===== config.mk =====
export PLATFORM = sky130hd
export DESIGN_NAME = minv_x1_reader
export DESIGN_NICKNAME = d
export VERILOG_FILES = /design/src/rtl/minv_pkg.sv /design/src/rtl/minv_rd_fifo.sv /design/src/rtl/minv_x1_reader.sv
export SDC_FILE = /design/constraint.sdc
export NUM_CORES = 1
export LEC_CHECK = 0
export BUFFER_PORTS_ARGS = -buffer_cell sky130_fd_sc_hd__buf_4
export CELL_PAD_IN_SITES_DETAIL_PLACEMENT = 1
export CELL_PAD_IN_SITES_GLOBAL_PLACEMENT = 1
export CORE_MARGIN = 3
export CORE_UTILIZATION = 35
export CTS_CLUSTER_DIAMETER = 150
export DETAILED_ROUTE_END_ITERATION = 6
export PLACE_DENSITY = 0.64
export SETUP_SLACK_MARGIN = 0.4
export SLEW_MARGIN = 20
export SYNTH_ARGS = -nofsm -noshare
export SYNTH_HDL_FRONTEND = slang
export SYNTH_SLANG_ARGS = --single-unit

===== constraint.sdc =====
create_clock -name clk -period 5.2 [get_ports clk]
set_input_delay 0.78 -clock clk [delete_from_list [all_inputs] [get_ports clk]]
set_output_delay 0.78 -clock clk [all_outputs]
set_load 0.01 [all_outputs]

===== src/rtl/minv_pkg.sv =====
// Shared constants and FSM state type for the modular-inverse X1 register chain.
package minv_pkg;

  localparam int unsigned MINV_W      = 16;
  localparam int unsigned MINV_WORDS  = 16;
  localparam int unsigned MINV_FDEPTH = 2;

  typedef enum logic [1:0] {
    IDLE  = 2'd0,
    ROT   = 2'd1,
    DRAIN = 2'd2
  } minv_state_e;

endpackage


===== src/rtl/minv_rd_fifo.sv =====
// Small synchronous FIFO carrying {last, data} from the X1 capture point to the output bus.
// A push and a pop in the same cycle at full are both taken; occupancy stays the same.
module minv_rd_fifo #(
  parameter int unsigned DW    = 17,
  parameter int unsigned DEPTH = 2
) (
  input  logic          clk,
  input  logic          rst_n,
  input  logic          push,
  input  logic [DW-1:0] wdata,
  input  logic          pop,
  output logic [DW-1:0] rdata,
  output logic          full,
  output logic          empty
);

  localparam int unsigned PTR_W = (DEPTH > 1) ? $clog2(DEPTH) : 1;
  localparam int unsigned CNT_W = $clog2(DEPTH + 1);

  logic [DW-1:0]    mem_q [DEPTH];
  logic [DW-1:0]    mem_d [DEPTH];
  logic [PTR_W-1:0] wr_ptr_q, wr_ptr_d;
  logic [PTR_W-1:0] rd_ptr_q, rd_ptr_d;
  logic [CNT_W-1:0] count_q, count_d;
  logic             wr_en, rd_en;

  assign full  = (count_q == CNT_W'(DEPTH));
  assign empty = (count_q == '0);
  assign rdata = mem_q[rd_ptr_q];

  // Pointer, occupancy and storage next-state.
  always_comb begin
    mem_d    = mem_q;
    wr_ptr_d = wr_ptr_q;
    rd_ptr_d = rd_ptr_q;
    rd_en    = pop && !empty;
    wr_en    = push && (!full || rd_en);
    if (wr_en) begin
      mem_d[wr_ptr_q] = wdata;
      wr_ptr_d = (wr_ptr_q == PTR_W'(DEPTH - 1)) ? '0 : wr_ptr_q + PTR_W'(1);
    end
    if (rd_en) begin
      rd_ptr_d = (rd_ptr_q == PTR_W'(DEPTH - 1)) ? '0 : rd_ptr_q + PTR_W'(1);
    end
    count_d = count_q + CNT_W'(wr_en) - CNT_W'(rd_en);
  end

  // FIFO state registers; storage clears so the read port shows zero after reset.
  always_ff @(posedge clk or negedge rst_n) begin
    if (!rst_n) begin
      for (int i = 0; i < int'(DEPTH); i++) mem_q[i] <= '0;
      wr_ptr_q <= '0;
      rd_ptr_q <= '0;
      count_q  <= '0;
    end else begin
      mem_q    <= mem_d;
      wr_ptr_q <= wr_ptr_d;
      rd_ptr_q <= rd_ptr_d;
      count_q  <= count_d;
    end
  end

endmodule


===== src/rtl/minv_x1_reader.sv =====
// Unloads the 256-bit X1 chain by cyclic word rotation and streams the words, LSW first,
// onto a valid/ready bus through a small FIFO. A full pass restores the chain contents.
// Optional feature macro MINV_RD_CHK_EN: append an XOR checksum word, carrying dout_last.
module minv_x1_reader
  import minv_pkg::*;
#(
  parameter int unsigned W      = MINV_W,
  parameter int unsigned WORDS  = MINV_WORDS,
  parameter int unsigned FDEPTH = MINV_FDEPTH
) (
  input  logic         clk,
  input  logic         rst_n,
  input  logic         start,
  output logic         busy,
  output logic         done,
  input  logic [W-1:0] x1_word,
  output logic         x1_we,
  output logic         x1_sel_cyc,
  output logic         x1_sel_rs,
  output logic [W-1:0] dout,
  output logic         dout_valid,
  input  logic         dout_ready,
  output logic         dout_last
);

  localparam int unsigned CNT_W = $clog2(WORDS) + 1;
  localparam int unsigned FW    = W + 1;

  minv_state_e      state_q, state_d;
  logic [CNT_W-1:0] cnt_q, cnt_d;
  logic             busy_q, busy_d;
  logic             done_q, done_d;
`ifdef MINV_RD_CHK_EN
  logic [W-1:0]     chk_q, chk_d;
`endif

  logic          push_c, pop_c, space_c;
  logic [W-1:0]  wdata_c;
  logic          wlast_c;
  logic [FW-1:0] rdata;
  logic          full, empty;

  minv_rd_fifo #(
    .DW    (FW),
    .DEPTH (FDEPTH)
  ) u_fifo (
    .clk   (clk),
    .rst_n (rst_n),
    .push  (push_c),
    .wdata ({wlast_c, wdata_c}),
    .pop   (pop_c),
    .rdata (rdata),
    .full  (full),
    .empty (empty)
  );

  assign pop_c      = !empty && dout_ready;
  assign space_c    = !full || pop_c;
  assign dout       = rdata[W-1:0];
  assign dout_last  = rdata[W] && !empty;
  assign dout_valid = !empty;
  assign busy       = busy_q;
  assign done       = done_q;
  assign x1_sel_cyc = 1'b1;
  assign x1_sel_rs  = 1'b0;

  // Pass sequencing: rotate one word per cycle while the FIFO can take it, then drain.
  always_comb begin
    state_d = state_q;
    cnt_d   = cnt_q;
    done_d  = 1'b0;
    push_c  = 1'b0;
    x1_we   = 1'b0;
    wdata_c = x1_word;
    wlast_c = 1'b0;
`ifdef MINV_RD_CHK_EN
    chk_d   = chk_q;
`endif
    case (state_q)
      IDLE: begin
        if (start) begin
          state_d = ROT;
          cnt_d   = '0;
`ifdef MINV_RD_CHK_EN
          chk_d   = '0;
`endif
        end
      end
      ROT: begin
        if (space_c) begin
`ifdef MINV_RD_CHK_EN
          if (cnt_q == CNT_W'(WORDS)) begin
            push_c  = 1'b1;
            wdata_c = chk_q;
            wlast_c = 1'b1;
            state_d = DRAIN;
          end else begin
            push_c = 1'b1;
            x1_we  = 1'b1;
            cnt_d  = cnt_q + CNT_W'(1);
            chk_d  = chk_q ^ x1_word;
          end
`else
          push_c  = 1'b1;
          x1_we   = 1'b1;
          cnt_d   = cnt_q + CNT_W'(1);
          wlast_c = (cnt_q == CNT_W'(WORDS - 1));
          if (cnt_q == CNT_W'(WORDS - 1)) state_d = DRAIN;
`endif
        end
      end
      DRAIN: begin
        if (pop_c && rdata[W]) begin
          state_d = IDLE;
          done_d  = 1'b1;
        end
      end
      default: state_d = IDLE;
    endcase
    busy_d = (state_d != IDLE);
  end

  // Control state registers.
  always_ff @(posedge clk or negedge rst_n) begin
    if (!rst_n) begin
      state_q <= IDLE;
      cnt_q   <= '0;
      busy_q  <= 1'b0;
      done_q  <= 1'b0;
`ifdef MINV_RD_CHK_EN
      chk_q   <= '0;
`endif
    end else begin
      state_q <= state_d;
      cnt_q   <= cnt_d;
      busy_q  <= busy_d;
      done_q  <= done_d;
`ifdef MINV_RD_CHK_EN
      chk_q   <= chk_d;
`endif
    end
  end

endmodule


---- Word-level counts from Yosys, hierarchy flattened ----
Cells that the tools add are included.
storage, ports and cells
  flip-flop bits (word level) ............. 47
  latch bits .............................. 0
  RAM bits ................................ 0
  memory bits (read-only) ................. 0
  bits of input ports ..................... 20
  output and inout port bits .............. 23
  memories ................................ 0
cells by class
  $add $sub $neg .......................... 5
  multipliers ............................. 0
  div/mod/pow operators ................... 0
  magnitude comparators ................... 3
  equality and inequality tests ........... 6
  shift operators ......................... 0
  multiplexer cells ....................... 22
  bitwise gates (word level) .............. 2
  reduce and logical (&&, ||, !) cells .... 15
operators with widths
  cell                                                                           count
  17-bit two-way mux                                                             4
  34-bit bitwise mux                                                             1
  17-bit demux with 1-bit select                                                 1
  5-bit two-way mux                                                              2
  5-bit one-hot mux with 2 select lines                                          1
  1-bit two-way mux                                                              8
  2-bit two-way mux                                                              4
  1-bit logical AND                                                              6
  2-bit one-hot mux with 3 select lines                                          1
  5-bit by 1-bit adder with 5-bit output (second input constant)                 1
  5-bit by 4-bit equality test with 1-bit output (second input constant)         1
  2-bit equality test (second input constant)                                    2
  2-bit greater-or-equal comparator (second input constant)                      2
  2-bit logical NOT                                                              2
  2-bit != test (second input constant)                                          2
  1-bit inverter with 2-bit output                                               2
  2-bit nonzero test                                                             2
  3-bit AND reduction                                                            1
  1-bit adder (second input constant)                                            2
  2-bit by 1-bit adder with 2-bit output                                         1
  2-bit by 1-bit equality test with 1-bit output (second input constant)         1
  1-bit logical NOT                                                              2
  1-bit logical OR                                                               2
  2-bit by 1-bit less-than comparator with 1-bit output (second input constant)  1
  2-bit by 1-bit subtractor with 2-bit output                                    1

---- Depth between registers and ports, before layout ----
  depth in word-level cells ............... 9
  depth in mapped cells ................... 7
  mapped depth without buffers ............ 7

---- Modules after synthesis ----
A second synthesis with hierarchy kept.
unflattened totals
  cells, all modules ...................... 163
  area, all modules ....................... 2288.4 um^2
modules (own cells, without submodules)
  module          instances  cells an instance  area each (um^2)  seq. area each (um^2)
  minv_rd_fifo    1          114                1786.7            950.9
  minv_x1_reader  1          49                 501.7             225.2

---- Worst setup path after synthesis ----
Ideal clock, no wire load.
  path kind ............................... input port to output port
  from .................................... input port dout_ready
  to ...................................... output port x1_we
  arrival ................................. 1.473 ns
  data required time ...................... 4.420 ns
  setup slack ............................. 2.947 ns
  stages .................................. 4
  cell sequence ........................... or3b_1 > buf_6 > nand2_1 > inv_1
on the way
  word-level cells in the longest chain between the ends .. 4
RTL lines
  what                line                  text
  start: declaration  minv_x1_reader.sv:22  input logic dout_ready,
  1-bit logical AND   minv_x1_reader.sv:57  assign pop_c = !empty && dout_ready;
  1-bit logical OR    minv_x1_reader.sv:58  assign space_c = !full || pop_c;
  1-bit two-way mux   minv_x1_reader.sv:90  if (space_c) begin
  1-bit two-way mux   minv_x1_reader.sv:79  case (state_q)
  end: declaration    minv_x1_reader.sv:17  output logic x1_we,
No other way between the ends.

---- Worst setup path after layout ----
Same ends and word-level chain as after synthesis.

==> summary.md <==
| Metric | Value |
|---|---|
| R2R setup slack | `3220 ps` |
| Crit-path leading delay family | `simple AND/OR/NAND/NOR gates` |
| Clk_lat worst skew | `290 ps` |
| CP Class | `primary input to output port` |
| Power Total | `1.924 mW` |
| Worst R2R End | `u_fifo.mem_q[21]` |
| GR peak layer | `met2` |
| Area of the die | `0.007344 mm^2` |
| Slowest stage delay, CP | `470 ps` |
| Antenna viol nets, final | `0` |
| Clock Root Buffer | `clkbuf_8` |
| Net Sw Power | `0.6584 mW` |
| GRT met1 Usage | `15.97%` |
| Post-layout min period | `2538 ps` |
| Most used cell, CP | `buf_4` |
| Final WS setup | `2662 ps` |
| Cts repair resizes | `0` |
| Ratio of cells with drive above 1 in the final layout | `52.02%` |
| Most frequent cells in the layout | `dfrtp_1 (47), mux2_2 (40), buf_4 (40)` |
| CP Capture Point | `x1_we` |
| Number of cells on the critical path | `5` |
| Setup TNS | `0 ps` |
| Met3 GRT Util | `3.458%` |
| Pwr per Cell Area | `722.4 mW/mm^2` |
| Register area share after synthesis | `52.90%` |
| First-pass GRT wire length | `7514 um` |
| Clk sink count | `47` |
| Unique masters post-synth | `31` |
| Gr usage total | `13.25%` |
| CP Cell Sequence | `buf_4 -> or3b_1 -> nand2_1 -> inv_1 -> buf_4` |
| Num rows | `28` |
| CP Launch Point | `dout_ready` |
| Leakage | `1.222 nW` |
| Period utilisation layout | `48.81%` |
| H-tree depth | `2` |
| Syn_nets | `182` |
| DRT iter0 DRCs | `32` |
| Port bufs | `40` |
| Die Y-Extent | `85.70 um` |
| Worst-path clk slew | `80 ps` |
| Max VDD drop | `311.2 uV` |
| Max-cap viol count | `0` |
| Synth-to-Final Area Change | `19.81%` |
| WP data arrival | `1760 ps` |
| Final net count | `221` |
| Synth warn | `0` |
| Total wire length | `4522 um` |
| Sw frac | `34.21%` |
| Io pins | `43` |
| DP Cell Count | `265` |
| CTS buffer count | `5` |
| Clk_skew | `1.518 ps` |
| Final Core Density | `44.21%` |
| Wire per inst | `16.56 um` |
| Largest net degree at the start of global routing | `48` |
| Dpl hpwl | `3226 um` |
| CP required | `4420 ps` |
| Worst reg2reg path depth | `3` |
| Worst setup slack after placement | `2653 ps` |
| Buf/Inv on CP | `3` |
| # diodes | `0` |
| Initial DRT Pass Iterations | `3` |
| R2r startpoint | `state_q[1]` |
| Share of Yosys cell area claimed by the top area cell type | `52.90%` |
| Vias | `1,343` |
| Crit Path Max Fanout | `6` |
| Ranking of synthesized cells by area | `dfrtp_1 (53%), mux2_2 (20%), mux2_4 (6.8%), ha_1 (2.3%), xnor2_1 (1.6%)` |
| Slew Limit Fails | `0` |
| Hold buffers post-CTS | `0` |
| Int Pwr | `1.266 mW` |
| Hold Path Class | `register to register` |
| Vias per std cell | `4.919` |
| Fin area | `0.002664 mm^2` |
| Synthesized area | `0.002223 mm^2` |
| Die Span X | `85.70 um` |
| Hold_ws | `482.8 ps` |
| CTS tree | `built` |
| Mean post-synth cell area | `14.07 um^2` |
| GRT met2 Usage | `23.23%` |
| Final Setup Violations | `0` |
| Cells after synthesis | `158` |
| Global route total overflow | `0` |
| RSZ-0062 raised after global routing | `no` |
| Slew HR | `40.20%` |
| Most common cell after layout, fill and taps aside | `dfrtp_1` |
| Sequential power share | `36.1%` |
| Gpl congestion | `0.8312` |
| Setup Buffers After CTS | `0` |
| Combinational Power Share | `49.5%` |
| # fillers | `644` |
| #FFs+latches synth | `47` |
| Core area | `0.006026 mm^2` |
| Post-placement cell area | `0.002546 mm^2` |
| Clock Power Share | `14.3%` |
| Cell taking the most area after synthesis | `dfrtp_1` |
| Initial core utilization | `36.90%` |
| Slowest-stage cell, CP | `or3b_1` |
| Max Buffers Root-to-Sink | `2` |
| Initial antenna violation count | `0` |
| Kind of end point of the critical path | `output port` |
| Drc violations | `0` |
| Slew @ Worst Pin | `894.1 ps` |
| Crit path launch type | `primary input` |
| Fmax | `394.0 MHz` |
| Vias in the first global route | `1,484` |
| Final Non-Filler Cells | `273` |
| Final Hold Violating Endpoints | `0` |
| Outcome | `finished, final reports clean` |
-- logic make-up (layout without fill, tap and decap cells) --
| logic type | count (synthesis) | after routing | synth area share [%] |
|---|---|---|---|
| buffers and inverters | 15 | 55 | 4.389 |
| muxes | 53 | 53 | 28.36 |
| AOI/OAI and AO/OA | 10 | 10 | 2.870 |
| adders and majority gates | 4 | 4 | 2.251 |
| other | 2 | 2 | 0.3378 |
| and+or+nand+nor | 23 | 23 | 7.316 |
| xor gates and xnor gates | 4 | 4 | 1.576 |
| DFF | 47 | 47 | 52.90 |
-- synth_stat cells (all sizes together) --
library cell and number:
a311oi 1, and2b 1, and3 1, buf 7
clkbuf 1, conb 2, dfrtp 47, ha 4
inv 7, mux2 50, mux2i 3, nand2 4
nand2b 2, nand3 5, nor2 3, nor2b 1
nor3 2, nor3b 2, o211ai 1, o21ai 6
o221ai 2, or3b 2, xnor2 4
-- state kept, by name, indices dropped and copies added, names as in the netlist --
register,cells
cnt_q,5
u_fifo.count_q,2
busy,1
u_fifo.mem_q,34
state_q,2
u_fifo.wr_ptr_q,1
done,1
u_fifo.rd_ptr_q,1
-- final cells by class --
cell class	instances	area, um^2	area share, %
clock buffers	6	82.58	3.100
flip-flops and latches	47	1176	44.15
inverters	7	26.28	0.9864
multi-input cells	96	949.7	35.65
clock inverters	2	35.03	1.315
repair buffers	40	300.3	11.27
well taps	75	93.84	3.523
-- how the worst min path moves through the flow --
stage / end / from / slack, ps / cells past startpoint
2_1_floorplan: cnt_q[3] / cnt_q[3] / 440 / 1
3_3_place_gp: cnt_q[3] / cnt_q[3] / 470 / 1
3_5_place_dp: cnt_q[3] / cnt_q[3] / 480 / 1
4_1_cts: cnt_q[3] / cnt_q[3] / 490 / 1
5_1_grt: u_fifo.mem_q[30] / rst_n / 520 / 1
6_report: cnt_q[3] / cnt_q[3] / 480 / 1
-- per-layer routing --
layer | vias to the layer above | wire length [um]
li1 | 624 | -
met1 | 686 | 1834
met2 | 28 | 2448
met3 | 5 | 192
met4 | 0 | 46
met5 | - | 0
-- power groups by stage --
stage               registers, mW  clock network [mW]  logic, mW
floorplan                   0.631                   0      0.749
global placement            0.683                   0      0.944
detailed placement          0.705                   0      0.973
CTS                         0.698               0.286      0.978
global route                0.728               0.302       1.04
finish                      0.696               0.275      0.953
Power figures use the tool's default switching activity.
